### src/rtl/mem_arb_pkg.sv
// Shared types and constants for the instruction/data memory port arbiter.
package mem_arb_pkg;

  // Arbiter FSM states: idle, waiting on a fetch access, waiting on a data access.
  typedef enum logic [1:0] {
    IDLE,
    WAIT_IF,
    WAIT_D
  } arb_state_t;

  // Identifies which requester was granted most recently.
  typedef enum logic {
    GNT_IF,
    GNT_D
  } grant_t;

  // Read data returned to a requester whose access timed out.
  localparam logic [31:0] ERR_DATA = 32'hDEAD_BEEF;

endpackage

### src/rtl/arb_watchdog.sv
// Wait-state watchdog: reloads on clear, counts down once per enabled cycle,
// and flags expiry on the TIMEOUT-th wait cycle after the clear.
module arb_watchdog #(
  parameter int unsigned TIMEOUT = 64
) (
  input  logic clk,
  input  logic rst,
  input  logic clear,
  input  logic enable,
  output logic expire
);

  localparam int unsigned CW = $clog2(TIMEOUT);

  logic [CW-1:0] cnt;

  // Down-counter: the first wait cycle sees TIMEOUT-1, the last one sees zero.
  always_ff @(posedge clk or posedge rst) begin
    if (rst) begin
      cnt <= '0;
    end else if (clear) begin
      cnt <= CW'(TIMEOUT - 1);
    end else if (enable && (cnt != '0)) begin
      cnt <= cnt - CW'(1);
    end
  end

  assign expire = (cnt == '0);

endmodule

### src/rtl/mem_port_arbiter.sv
// Arbitrates one single-ported memory between the fetch port and the data port,
// runs the req/ack handshake with a watchdog, and raises pipeline stall requests.
module mem_port_arbiter
  import mem_arb_pkg::*;
#(
  parameter int unsigned ADDR_W  = 32,
  parameter int unsigned DATA_W  = 32,
  parameter int unsigned TIMEOUT = 64
) (
  input  logic                clk,
  input  logic                rst,
  input  logic                if_req,
  input  logic [ADDR_W-1:0]   if_addr,
  output logic [DATA_W-1:0]   if_rdata,
  output logic                if_ready,
  input  logic                d_req,
  input  logic                d_we,
  input  logic [DATA_W/8-1:0] d_be,
  input  logic [ADDR_W-1:0]   d_addr,
  input  logic [DATA_W-1:0]   d_wdata,
  output logic [DATA_W-1:0]   d_rdata,
  output logic                d_ready,
  output logic                mem_req,
  output logic                mem_we,
  output logic [DATA_W/8-1:0] mem_be,
  output logic [ADDR_W-1:0]   mem_addr,
  output logic [DATA_W-1:0]   mem_wdata,
  input  logic                mem_ack,
  input  logic [DATA_W-1:0]   mem_rdata,
  output logic                stall_if,
  output logic                stall_mem,
  output logic                err
);

  localparam int unsigned BE_W = DATA_W / 8;

  arb_state_t          state, state_nx;
  grant_t              last_grant, last_grant_nx;
  logic                mem_req_nx, mem_we_nx;
  logic [BE_W-1:0]     mem_be_nx;
  logic [ADDR_W-1:0]   mem_addr_nx;
  logic [DATA_W-1:0]   mem_wdata_nx, if_rdata_nx, d_rdata_nx;
  logic                if_ready_nx, d_ready_nx, err_nx;
  logic                elig_if, elig_d, grant, wd_en, expire;

  // A requester in its ready cycle is still holding req; mask it so it is not re-granted.
  assign elig_if   = if_req & ~if_ready;
  assign elig_d    = d_req & ~d_ready;
  assign stall_if  = if_req & ~if_ready;
  assign stall_mem = d_req & ~d_ready;

  assign wd_en = (state != IDLE) && !mem_ack;

  arb_watchdog #(
    .TIMEOUT(TIMEOUT)
  ) u_watchdog (
    .clk   (clk),
    .rst   (rst),
    .clear (grant),
    .enable(wd_en),
    .expire(expire)
  );

  // Next-state: grant selection in IDLE, completion or abort in the wait states.
  always_comb begin
    state_nx      = state;
    last_grant_nx = last_grant;
    mem_req_nx    = mem_req;
    mem_we_nx     = mem_we;
    mem_be_nx     = mem_be;
    mem_addr_nx   = mem_addr;
    mem_wdata_nx  = mem_wdata;
    if_rdata_nx   = if_rdata;
    d_rdata_nx    = d_rdata;
    if_ready_nx   = 1'b0;
    d_ready_nx    = 1'b0;
    err_nx        = 1'b0;
    grant         = 1'b0;
    case (state)
      IDLE: begin
        if (elig_if || elig_d) begin
          grant      = 1'b1;
          mem_req_nx = 1'b1;
          // On a conflict the side not served last wins; last_grant resets to IF.
          if (elig_d && (!elig_if || (last_grant == GNT_IF))) begin
            state_nx      = WAIT_D;
            last_grant_nx = GNT_D;
            mem_we_nx     = d_we;
            mem_be_nx     = d_be;
            mem_addr_nx   = d_addr;
            mem_wdata_nx  = d_wdata;
          end else begin
            state_nx      = WAIT_IF;
            last_grant_nx = GNT_IF;
            mem_we_nx     = 1'b0;
            mem_be_nx     = '1;
            mem_addr_nx   = if_addr;
            mem_wdata_nx  = '0;
          end
        end
      end
      WAIT_IF: begin
        // An ack arriving in the expiry cycle still counts as a normal completion.
        if (mem_ack) begin
          mem_req_nx  = 1'b0;
          if_rdata_nx = mem_rdata;
          if_ready_nx = 1'b1;
          state_nx    = IDLE;
        end else if (expire) begin
          mem_req_nx  = 1'b0;
          if_rdata_nx = DATA_W'(ERR_DATA);
          if_ready_nx = 1'b1;
          err_nx      = 1'b1;
          state_nx    = IDLE;
        end
      end
      WAIT_D: begin
        if (mem_ack) begin
          mem_req_nx = 1'b0;
          if (!mem_we) d_rdata_nx = mem_rdata;
          d_ready_nx = 1'b1;
          state_nx   = IDLE;
        end else if (expire) begin
          mem_req_nx = 1'b0;
          if (!mem_we) d_rdata_nx = DATA_W'(ERR_DATA);
          d_ready_nx = 1'b1;
          err_nx     = 1'b1;
          state_nx   = IDLE;
        end
      end
      default: begin
        state_nx   = IDLE;
        mem_req_nx = 1'b0;
      end
    endcase
  end

  // State and registered outputs; reset drops mem_req immediately.
  always_ff @(posedge clk or posedge rst) begin
    if (rst) begin
      state      <= IDLE;
      last_grant <= GNT_IF;
      mem_req    <= 1'b0;
      mem_we     <= 1'b0;
      mem_be     <= '0;
      mem_addr   <= '0;
      mem_wdata  <= '0;
      if_rdata   <= '0;
      d_rdata    <= '0;
      if_ready   <= 1'b0;
      d_ready    <= 1'b0;
      err        <= 1'b0;
    end else begin
      state      <= state_nx;
      last_grant <= last_grant_nx;
      mem_req    <= mem_req_nx;
      mem_we     <= mem_we_nx;
      mem_be     <= mem_be_nx;
      mem_addr   <= mem_addr_nx;
      mem_wdata  <= mem_wdata_nx;
      if_rdata   <= if_rdata_nx;
      d_rdata    <= d_rdata_nx;
      if_ready   <= if_ready_nx;
      d_ready    <= d_ready_nx;
      err        <= err_nx;
    end
  end

endmodule

### config.mk
export PLATFORM = sky130hd
export DESIGN_NAME = mem_port_arbiter
export DESIGN_NICKNAME = d
export VERILOG_FILES = /design/src/rtl/mem_arb_pkg.sv /design/src/rtl/arb_watchdog.sv /design/src/rtl/mem_port_arbiter.sv
export SDC_FILE = /design/constraint.sdc
export NUM_CORES = 1
export LEC_CHECK = 0
export CORE_MARGIN = 3
export CORE_UTILIZATION = 37
export CTS_CLUSTER_DIAMETER = 120
export DETAILED_ROUTE_END_ITERATION = 8
export PLACE_DENSITY_LB_ADDON = 0.25
export SLEW_MARGIN = 20
export SYNTH_ARGS = -nofsm -noshare
export SYNTH_HDL_FRONTEND = slang
export SYNTH_SLANG_ARGS = --single-unit
### constraint.sdc
create_clock -name clk -period 4.9 [get_ports clk]
set_clock_uncertainty 0.05 [all_clocks]
set_input_delay 0.98 -clock clk [delete_from_list [all_inputs] [get_ports clk]]
set_output_delay 0.98 -clock clk [all_outputs]
set_load 0.1 [all_outputs]
Yosys cells after proc, flatten, opt, wreduce, memory -nomap -nowiden
Index checks and enable logic that the tools add are counted.
{"block": "op_classes", "add_sub_neg": 1, "n_eq_ne": 6, "n_mux": 30, "n_bitwise": 5, "reduce_logical": 18}
{"operator": "two-way mux 32 bit", "count": 8}
{"operator": "two-way mux 1 bit", "count": 13}
{"operator": "two-way mux 6 bit", "count": 2}
{"operator": "two-way mux 2 bit", "count": 4}
{"operator": "logical NOT 6 bit", "count": 1}
{"operator": "!= test 2 bit (second input constant)", "count": 3}
{"operator": "AND reduction 2 bit", "count": 3}
{"operator": "nonzero test 2 bit", "count": 3}
{"operator": "nonzero test 6 bit", "count": 1}
{"operator": "subtractor 6 x 1 -> 6 bit (second input constant)", "count": 1}
{"operator": "two-way mux 4 bit", "count": 1}
{"operator": "case mux 2 bit (2 select lines)", "count": 1}
{"operator": "AND reduction 4 bit", "count": 1}
{"operator": "logical AND 1 bit", "count": 3}
{"operator": "!= test 3 x 1 -> 1 bit (second input constant)", "count": 1}
{"operator": "inverter 1 bit", "count": 3}
{"operator": "bitwise AND 1 bit", "count": 2}
{"operator": "equality test 2 x 1 -> 1 bit (second input constant)", "count": 1}
{"operator": "equality test 2 bit (second input constant)", "count": 1}
{"operator": "logical NOT 1 bit", "count": 2}
{"operator": "logical NOT 2 bit", "count": 1}
{"operator": "logical OR 1 bit", "count": 2}
{"operator": "case mux 1 bit (2 select lines)", "count": 1}
{"operator": "OR reduction 2 bit", "count": 1}
{"block": "totals", "regBits": 146, "inputBits": 138, "output_inout_bits": 139}

Longest topological paths before layout
{"block": "depth", "ltp_word": 8, "mapped_depth": 9, "mapped_depth_nobuf": 7}

Hierarchy
Synthesis repeated with hierarchy kept, for this count alone.
{"block": "hier_totals", "cells_unflattened": 556, "area_unflattened_um2": 6601.3}
{"module": "mem_port_arbiter", "instances": 1, "cells_each": 515, "area_per_inst_um2": 6184.7}
{"module": "arb_watchdog", "instances": 1, "cells_each": 41, "area_per_inst_um2": 416.6}

Least setup slack after synthesis
OpenSTA, ideal clock, no wires.
{"block": "synth_path", "path_type": "input-to-output", "startpoint": "in if_req", "endpoint": "out stall_if", "arrival_time_ns": 2.437, "required_time_ns": 3.870, "path_slack_ns": 1.433, "path_stages": 1, "n_path_buf": 0, "path_cell_list": "nor2b_1"}
{"block": "synth_between", "elab_chain_cells": 1}
{"item": "from (decl)", "line": "mem_port_arbiter.sv:12", "source": "input logic if_req,"}
{"item": "bitwise AND 1 bit", "line": "mem_port_arbiter.sv:49", "source": "assign stall_if = if_req & ~if_ready;"}
{"item": "to (decl)", "line": "mem_port_arbiter.sv:30", "source": "output logic stall_if,"}
No other way between the ends.

Final worst setup path
{"block": "layout_path", "startpoint": "in d_req", "endpoint": "out stall_mem"}
{"block": "layout_between", "elab_chain_cells": 1}
{"item": "from (decl)", "line": "mem_port_arbiter.sv:16", "source": "input logic d_req,"}
{"item": "bitwise AND 1 bit", "line": "mem_port_arbiter.sv:50", "source": "assign stall_mem = d_req & ~d_ready;"}
{"item": "to (decl)", "line": "mem_port_arbiter.sv:31", "source": "output logic stall_mem,"}
No other way between the ends.

==> results.py <==
metrics = {
    "timing": {
        "grt_setup_unrepaired": "no",
        "fin_crit_sh_pct": 69.9,
        "setup_viol": 0,
        "tightest_slew_ns": 1.04,
        "slew_viol_final": 0,
        "min_period_ns": 3.42,
        "fin_tns_setup_ns": 0,
        "fmax_mhz": 292,
        "maxSlewHeadroom_pct": 30.7,
        "hold_viol_final": 0,
    },
    "cells_and_area": {
        "antenna_cells": 0,
        "stdcell_area_um2": 9170,
        "area_growth_pct": 61.4,
        "nFillCells": 1196,
        "drive_above_1_share_pct": 5.98,
        "nets": 883,
    },
    "clock_network": {
        "clockBufferDepth": 2,
        "cts.sinks": 146,
        "cts_buffers": 17,
        "cts_hold_buf": 0,
        "cts-root-buf": "clkbuf_16",
        "clkSlewWorstSetupHoldPaths_ns": 0.06,
        "cts_setup_buffers": 0,
        "clkLatencyLatePin_ns": 0.40,
        "cts_resized": 0,
        "cts_tree": "built",
        "htree_levels": 4,
    },
    "synth": {
        "ys_top_cells_by_area": "dfrtp_1 64%, o22a_1 8.0%, a22o_1 7.7%",
        "avgSynthCellArea_um2": 12.0,
        "synth_top_area_share_pct": 64.3,
        "yosys_warnings": 0,
        "synthDistinctLibCells": 34,
        "yosysTopAreaCell": "dfrtp_1",
        "synth_nets": 618,
        "synthCells": 475,
        "synth.cell_area_um2": 5680,
        "ys_ff_latch": 146,
        "ys_seq_area_share_pct": 64.3,
    },
    "routing": {
        "top_layer": "met4",
        "wl_met1_um": 6890,
        "drc": 0,
        "drt_iter0_drc": 218,
        "drtAntennaViolNets": 0,
        "route.met3.wl_um": 1030,
        "finalWirelength_um": 17000,
        "post_drt_wl_per_cell_um": 18.2,
        "wl_met2_um": 8820,
        "via_per_inst": 5.20,
        "firstDrtPassIters": 4,
        "dr_total_vias": 4866,
    },
    "worst_setup_path": {
        "cp_cell_sequence": "clkdlybuf4s50_1, nor2b_1, buf_4",
        "critPathKind": "in2out",
        "worstPathMaxFanout": 8,
        "crit_path_end": "stall_mem",
        "cp_data_arrival_time_ns": 2.39,
        "r2r_slack_ns": 2.77,
        "path_depth": 3,
        "crit_slowest_cell": "nor2b_1",
        "critPathCaptureType": "primary output",
        "path_buf_inv": 2,
        "crit-reg2reg-launch": "u_watchdog.cnt[0]",
        "critical_path.max_stage_delay_ns": 0.53,
        "r2r_cells": 7,
        "critPathRequiredTime_ns": 3.87,
        "r2r-end": "if_rdata[2]",
        "crit_path_start_kind": "input pin",
        "cp-startpoint": "d_req",
        "crit_family": "buffers and inverters",
    },
    "global_routing": {
        "antenna_found_initial": 0,
        "track_usage_pct": 19.9,
        "grt_max_degree": 89,
        "grt_first_pass_wirelength_um": 26400,
        "gr-total-overflow": 0,
        "grt_pass1_vias": 5058,
    },
    "floorplan": {
        "ioPinCount": 277,
        "initial_core_util_pct": 38.5,
        "die_h_um": 130,
        "core-area_um2": 14800,
        "die_area_um2": 16900,
        "fp-row-count": 44,
        "die_x_um": 130,
    },
    "placement": {
        "dpl-instance-area_um2": 8560,
        "gp_congestion": 0.788,
        "hpwl_um": 12000,
        "port_buffers": 276,
    },
    "min_path": {
        "hold_class": "reg2reg",
    },
    "job": {
        "cap_violations": 0,
    },
    "outcome": {
        "status": "complete, no violations",
    },
}
[stage by stage]
stage	hold WS (ns)	std cells	util, %	setup WS (ns)
after floorplan	0.397	475	-	1.43
after global placement	0.413	905	58.0	1.56
after detailed placement	0.423	905	58.0	1.42
after CTS	0.440	936	62.1	1.54
after global routing	0.458	936	62.1	1.44
final	0.435	936	62.1	1.48
[how the worst min path moves through the flow]
stage                      startpoint  slack (ns)     endpoint  cells after the start
after floorplan            last_grant        0.40   last_grant                      2
after global placement     last_grant        0.41   last_grant                      2
after detailed placement   last_grant        0.42   last_grant                      2
after CTS                  d_rdata[6]        0.44   d_rdata[6]                      1
after global routing      d_rdata[31]        0.46  d_rdata[31]                      1
final                      d_rdata[6]        0.44   d_rdata[6]                      1
[registers in the layout, indices dropped and copies added (netlist names), 2 cells and up]
signal and flops:
u_watchdog.cnt 6, d_rdata 32, mem_addr 32, state 2, mem_wdata 32, mem_be 4, if_rdata 32
[layout by cell type, fill, tap and decap left out, types with 2 or more instances in the layout]
master and instances:
ha_1 5, buf_4 7, nand3_1 3, dfrtp_1 146, clkbuf_16 17, a21oi_1 67
inv_1 4, clkbuf_8 5, a21o_1 2, nor2b_1 6, o21ai_0 2, nor2_1 38
mux2i_1 2, nand2_1 39, a22o_1 50, nand2b_1 3, o22a_1 52, clkinvlp_4 4
bufinv_16 2, clkinv_2 2, or4_1 2, and2_1 2, clkdlybuf4s50_1 274
[routing by layer]
layer | track usage (%) | vias up
met5 | 0 | -
met1 | 24.6 | 2441
li1 | - | 2244
met2 | 33.8 | 162
met3 | 5.53 | 19
met4 | 6.78 | 0
[synthesized netlist by cell type, drive strengths merged]
cell type / number
and2: 3
o21a: 1
nor3: 2
o21ai: 3
o2bb2ai: 1
nand2b: 3
ha: 5
nand3: 3
o31ai: 1
o311ai: 1
clkbuf: 17
a211oi: 1
or4: 2
nor2: 38
a21oi: 68
nor2b: 6
nand3b: 1
buf: 19
or3: 1
dfrtp: 146
nand2: 40
mux2i: 2
and3: 1
o22a: 52
a22o: 50
inv: 6
a21o: 2
[area by class of cell]
type | count | area, um^2 | area share [%]
repair buffers | 282 | 2820 | 30.7
multi-input cells | 287 | 1840 | 20.1
clock buffers | 23 | 498 | 5.43
flip-flops and latches | 146 | 3650 | 39.9
inverters | 6 | 28.8 | 0.314
well taps | 184 | 230 | 2.51
clock inverters | 8 | 101 | 1.11
[logic make-up after synthesis]
family	count (synthesis)	share of synthesized area, %
compound gates	180	23.1
fa+ha+maj	5	1.10
mux	2	0.353
buf+inv	42	3.50
flops	146	64.3
simple gates	100	7.62
Power is not shown: default switching activity piles up to over one toggle a cycle in this logic, so the estimate is an artifact.
==> variant 1: new RTL, same flow settings <==
`TIMEOUT` is set to 64 in 2 places; all go to 32.
--- a/src/rtl/arb_watchdog.sv
+++ b/src/rtl/arb_watchdog.sv
@@ -3,3 +3,3 @@
 module arb_watchdog #(
-  parameter int unsigned TIMEOUT = 64
+  parameter int unsigned TIMEOUT = 32
 ) (
--- a/src/rtl/mem_port_arbiter.sv
+++ b/src/rtl/mem_port_arbiter.sv
@@ -7,3 +7,3 @@
   parameter int unsigned DATA_W  = 32,
-  parameter int unsigned TIMEOUT = 64
+  parameter int unsigned TIMEOUT = 32
 ) (
Function: same outputs for any inputs over 4 cycles, from zero or initial values and one cycle with rst high; that may be too few to reach the edited logic, so the function may still have changed.
==> variant 1 against the unedited design <==
- synthesized cell count grew 2.9%
- final area is 6.9% higher
- routed wire length is 16% higher
- count of clock-buffer cells in the layout shrank 5
- sequential cell count down 1
- via count rose by 11%
- highest routed layer unchanged
- synthesized area up 12%
- register-to-register slack worse by 0.76 ns
- setup slack got worse by 0.22 ns
- critical path depth increased by 2
Power is not shown: default switching activity piles up to over one toggle a cycle in this logic, so the estimate is an artifact.
==> variant 1: results (changes against the unedited design) <==
- CP top delay family: buffers and inverters
- WL/cell: 20.3 µm (+12%)
- CP peak stage delay: 0.46 ns (-0.07 ns)
- DP Cell Count: 944 (+4.3%)
- Outcome: complete, no violations
- Crit-path slowest cell: clkdlybuf4s50_1
- Asr flop ratio synth: 100% (unchanged)
- Largest net degree at the start of global routing: 74 (-17%)
- Post-Syn Nets: 631 (+2.1%)
- Root buf cell: clkbuf_16
- Crit-path max FO: 33 (+25)
- Post-CTS Setup Bufs: 0 (unchanged)
- Max Cap Viol: 0 (unchanged)
- Antenna violations before repair: 1 (+1)
- Seq/Total Area, Yosys: 57.3% (-7.0 points)
- Nets@finish: 885 (+0.23%)
- Via count: 5393 (+11%)
- Unique masters post-synth: 44 (+29%)
- Most common cell in the netlist: dfrtp_1
- GPL Wtd Cong: 0.780 (-1.0%)
- First DRT Iteration DRCs: 230 (+5.5%)
- Bufs on Longest Clock Path: 2 (unchanged)
- Reg clk slew, reported paths: 0.06 ns (about the same)
- Cells on worst reg2reg path: 6 (-1)
- Vias in the first global route: 5678 (+12%)
- Syn Area/Cell: 13.0 µm² (+8.3%)
- Synth Area in Compound Gates: 28.8% (+5.7 points)
- # hold bufs at CTS: 0 (unchanged)
- Hold Path Depth: 1 (unchanged)
- Post-synthesis xor/xnor area fraction: 0% (unchanged)
- Commonest cells post-synth: 145 x dfrtp_1, 52 x o22a_1, 51 x a22o_1
- FILL cells: 1333 (+11%)
- Final HPWL DP: 13800 µm (+14%)
- First-pass DRT Iterations: 4 (unchanged)
- Htree depth: 4 (unchanged)
- Routed WL: 19800 µm (+16%)
- CTS resizes: 0 (unchanged)
- Tot GR Track Use: 21.0% (+1.0 points)
- Slew margin rel.: 29.3% (-1.4 points)
- Adder-cell share of the synthesized area: 0.790% (-0.31 points)
- Ranking of synthesized cells by area: dfrtp_1 57%, o22a_1 7.2%, a22o_1 7.1%
- Share of layout cells above drive strength 1: 7.54% (+1.6 points)
- Warnings from Yosys: 0 (unchanged)
- Worst skew pair latency: 0.42 ns (+0.02 ns)
- Mux contribution to synthesized area: 0% (-0.35 points)
- Port bufs: 276 (unchanged)
- Wire length of the first global-routing pass: 30600 µm (+16%)
- Worst hold-check path type: register to register
- CTS Buf Count: 17 (unchanged)
==> variant 1: cell types whose count changed after synthesis, sizes merged, moves of 10 or more <==
cell and change:
and3b +34, nor2 -35, a221oi +32, a21oi -66, buf +10, a2bb2oi +33
nand2 -37, o21ai +35
==> variant 1: layout make-up <==
type	instances	area, µm²	share of cell area [%]
antenna	1	2.50	0.0255
clock buffer	18	439	4.48
clock inverter	14	204	2.08
inverter	11	50.0	0.511
multi-input combinational	282	2330	23.8
sequential	145	3630	37.0
tap	220	275	2.81
timing repair buffer	286	2870	29.3
==> variant 1: path summary, 6_finish.rpt <==
path	start	end	slack, ns
max in group asynchronous	rst	if_rdata[12]$_DFFE_PP0P_	2.85
worst min-delay path	d_rdata[1]$_DFFE_PP0P_	d_rdata[1]$_DFFE_PP0P_	0.44
min in group asynchronous	rst	if_rdata[2]$_DFFE_PP0P_	1.00
worst max register to register	state[1]$_DFFE_PP0P_	mem_addr[0]$_DFFE_PP0P_	2.01
worst max-delay path	d_req	stall_mem	1.26
worst min register to register	d_rdata[1]$_DFFE_PP0P_	d_rdata[1]$_DFFE_PP0P_	0.44
==> variant 1: cells by family after synthesis <==
kind of cell / after synthesis
flops: 145
compound gates: 221
buf+inv: 62
simple gates: 57
fa+ha+maj: 4
==> variant 1: per-layer routing <==
layer | global-route usage [%] | up-vias | wire, µm
li1 | - | 2436 | -
met1 | 25.3 | 2679 | 7650
met2 | 33.8 | 245 | 9680
met3 | 8.27 | 33 | 2060
met4 | 8.26 | 0 | 452
met5 | 0 | - | 0
==> variant 1: stage by stage <==
stage | hold WS [ns] | cell area, µm² | util [%] | setup slack (ns)
finish | 0.438 | 9800 | 58.9 | 1.26
global route | 0.461 | 9800 | 58.9 | 1.16
CTS | 0.442 | 9800 | 58.9 | 1.28
detailed placement | 0.428 | 9150 | 55.0 | 1.29
global placement | 0.420 | 9150 | 55.0 | 1.31
floorplan | 0.414 | 6340 | - | 2.01
==> variant 2: new RTL, config.mk and constraints unchanged <==
Without the edit above. Take the reset off `mem_wdata` and load it in a clocked block of its own.
--- a/src/rtl/mem_port_arbiter.sv
+++ b/src/rtl/mem_port_arbiter.sv
@@ -146,3 +146,2 @@
       mem_addr   <= '0;
-      mem_wdata  <= '0;
       if_rdata   <= '0;
@@ -159,3 +158,2 @@
       mem_addr   <= mem_addr_nx;
-      mem_wdata  <= mem_wdata_nx;
       if_rdata   <= if_rdata_nx;
@@ -168,2 +166,6 @@
 
+  always_ff @(posedge clk) begin
+    mem_wdata <= mem_wdata_nx;
+  end
+
 endmodule
Formal check against the unedited RTL: not equivalent (a bounded check fails within 4 cycles, from zero or initial values and one cycle with rst high).
==> variant 2 against the unedited design <==
- setup slack gained 0.12 ns
- final area grew 1.0%
- routed wire length grew 3.9%
- via count grew 0.45%
- highest routed layer unchanged
- synthesized area grew 1.6%
- sequential cell count is the same
- non-clock buffer count grew 2
- synthesized cell count shrank 0.42%
- global-route usage grew 0.16 points
- hold slack lost 0.011 ns
Power is left out: the tool's default activity adds up to more than one toggle a clock period on the data nets, which glitch-free logic cannot reach.
==> variant 2: results (changes against the unedited design) <==
- Syn Area/Cell: 12.2 µm² (+2.0%)
- Met1 Use GR: 24.6% (about the same)
- Met3 wire len: 1610 µm (+56%)
- Crit-path max FO: 17 (+9)
- Outcome: complete, no violations
- Met2 routed WL: 8630 µm (-2.2%)
- Post-Syn Nets: 616 (-0.32%)
- Reg2reg setup slack: 2.26 ns (-0.51 ns)
- Cells on worst reg2reg path: 5 (-2)
- WL/cell: 18.8 µm (+3.4%)
- # hold bufs at CTS: 0 (unchanged)
- Crit path launch: d_req
- Post-CTS Setup Bufs: 0 (unchanged)
- M2 GR Usage: 33.2% (-0.65 points)
- CP Capture Point: stall_mem
- Routed metal-1 wire length: 7160 µm (+3.9%)
- Slew margin rel.: 30.7% (about the same)
- ANT cells: 0 (unchanged)
- Hold Path Depth: 2 (+1)
- M3 GR Usage: 7.07% (+1.5 points)
- FF-to-FF End: mem_addr[17]$_DFFE_PP0P_
- Tot GR Track Use: 20.1% (+0.16 points)
- Asr flop ratio synth: 78.1% (-22 points)
- DP Cell Count: 911 (+0.66%)
- First DRT Iteration DRCs: 241 (+11%)
- Drt via density: 5.19 (about the same)
- Share of layout cells above drive strength 1: 6.64% (+0.66 points)
- Nets@finish: 885 (+0.23%)
- Routed WL: 17700 µm (+3.9%)
- Unique masters post-synth: 38 (+12%)
- Crit-path slowest cell: clkdlybuf4s50_1
- Vias in the first global route: 4917 (-2.8%)
- Commonest cells post-synth: 114 x dfrtp_1, 67 x a21oi_1, 52 x o22a_1
- Hold endpoint: last_grant$_DFFE_PP0P_
- Worst skew pair latency: roughly 0.41 ns
- First-pass DRT Iterations: 5 (+1)
- Final HPWL DP: 12600 µm (+4.7%)
- Ranking of synthesized cells by area: dfrtp_1 49%, edfxtp_1 17%, o22a_1 7.9%
- CP peak stage delay: 0.45 ns (-0.08 ns)
- Seq/Total Area, Yosys: 66.1% (+1.8 points)
[variant 2: cells by family after synthesis]
| kind of cell | after synthesis | synth area share [%] |
|---|---|---|
| muxes | 3 | 0.521 |
| DFF | 146 | 66.1 |
| AOI/OAI and AO/OA | 146 | 17.8 |
| and+or+nand+nor | 132 | 11.1 |
| buffers and inverters | 41 | 3.36 |
| adders and majority gates | 5 | 1.08 |
[variant 2: area by class of cell]
type | instances | area, µm²
fillers | 1240 | 5940
multi-input cells | 286 | 1780
inverters | 7 | 31.3
repair buffers | 284 | 2820
clock inverters | 8 | 75.1
well taps | 188 | 235
flip-flops and latches | 146 | 3810
clock buffers | 22 | 507
[variant 2: per-stage QoR]
step           cell area (µm²)  setup slack [ns]  utilization [%]  hold WS [ns]
2_1_floorplan             5770             0.854                -         0.397
3_3_place_gp              8670              1.32             57.0         0.409
3_5_place_dp              8670              1.08             57.0         0.414
4_1_cts                   9250              1.52             60.9         0.429
5_1_grt                   9260              1.50             60.9         0.449
6_report                  9260              1.60             60.9         0.424
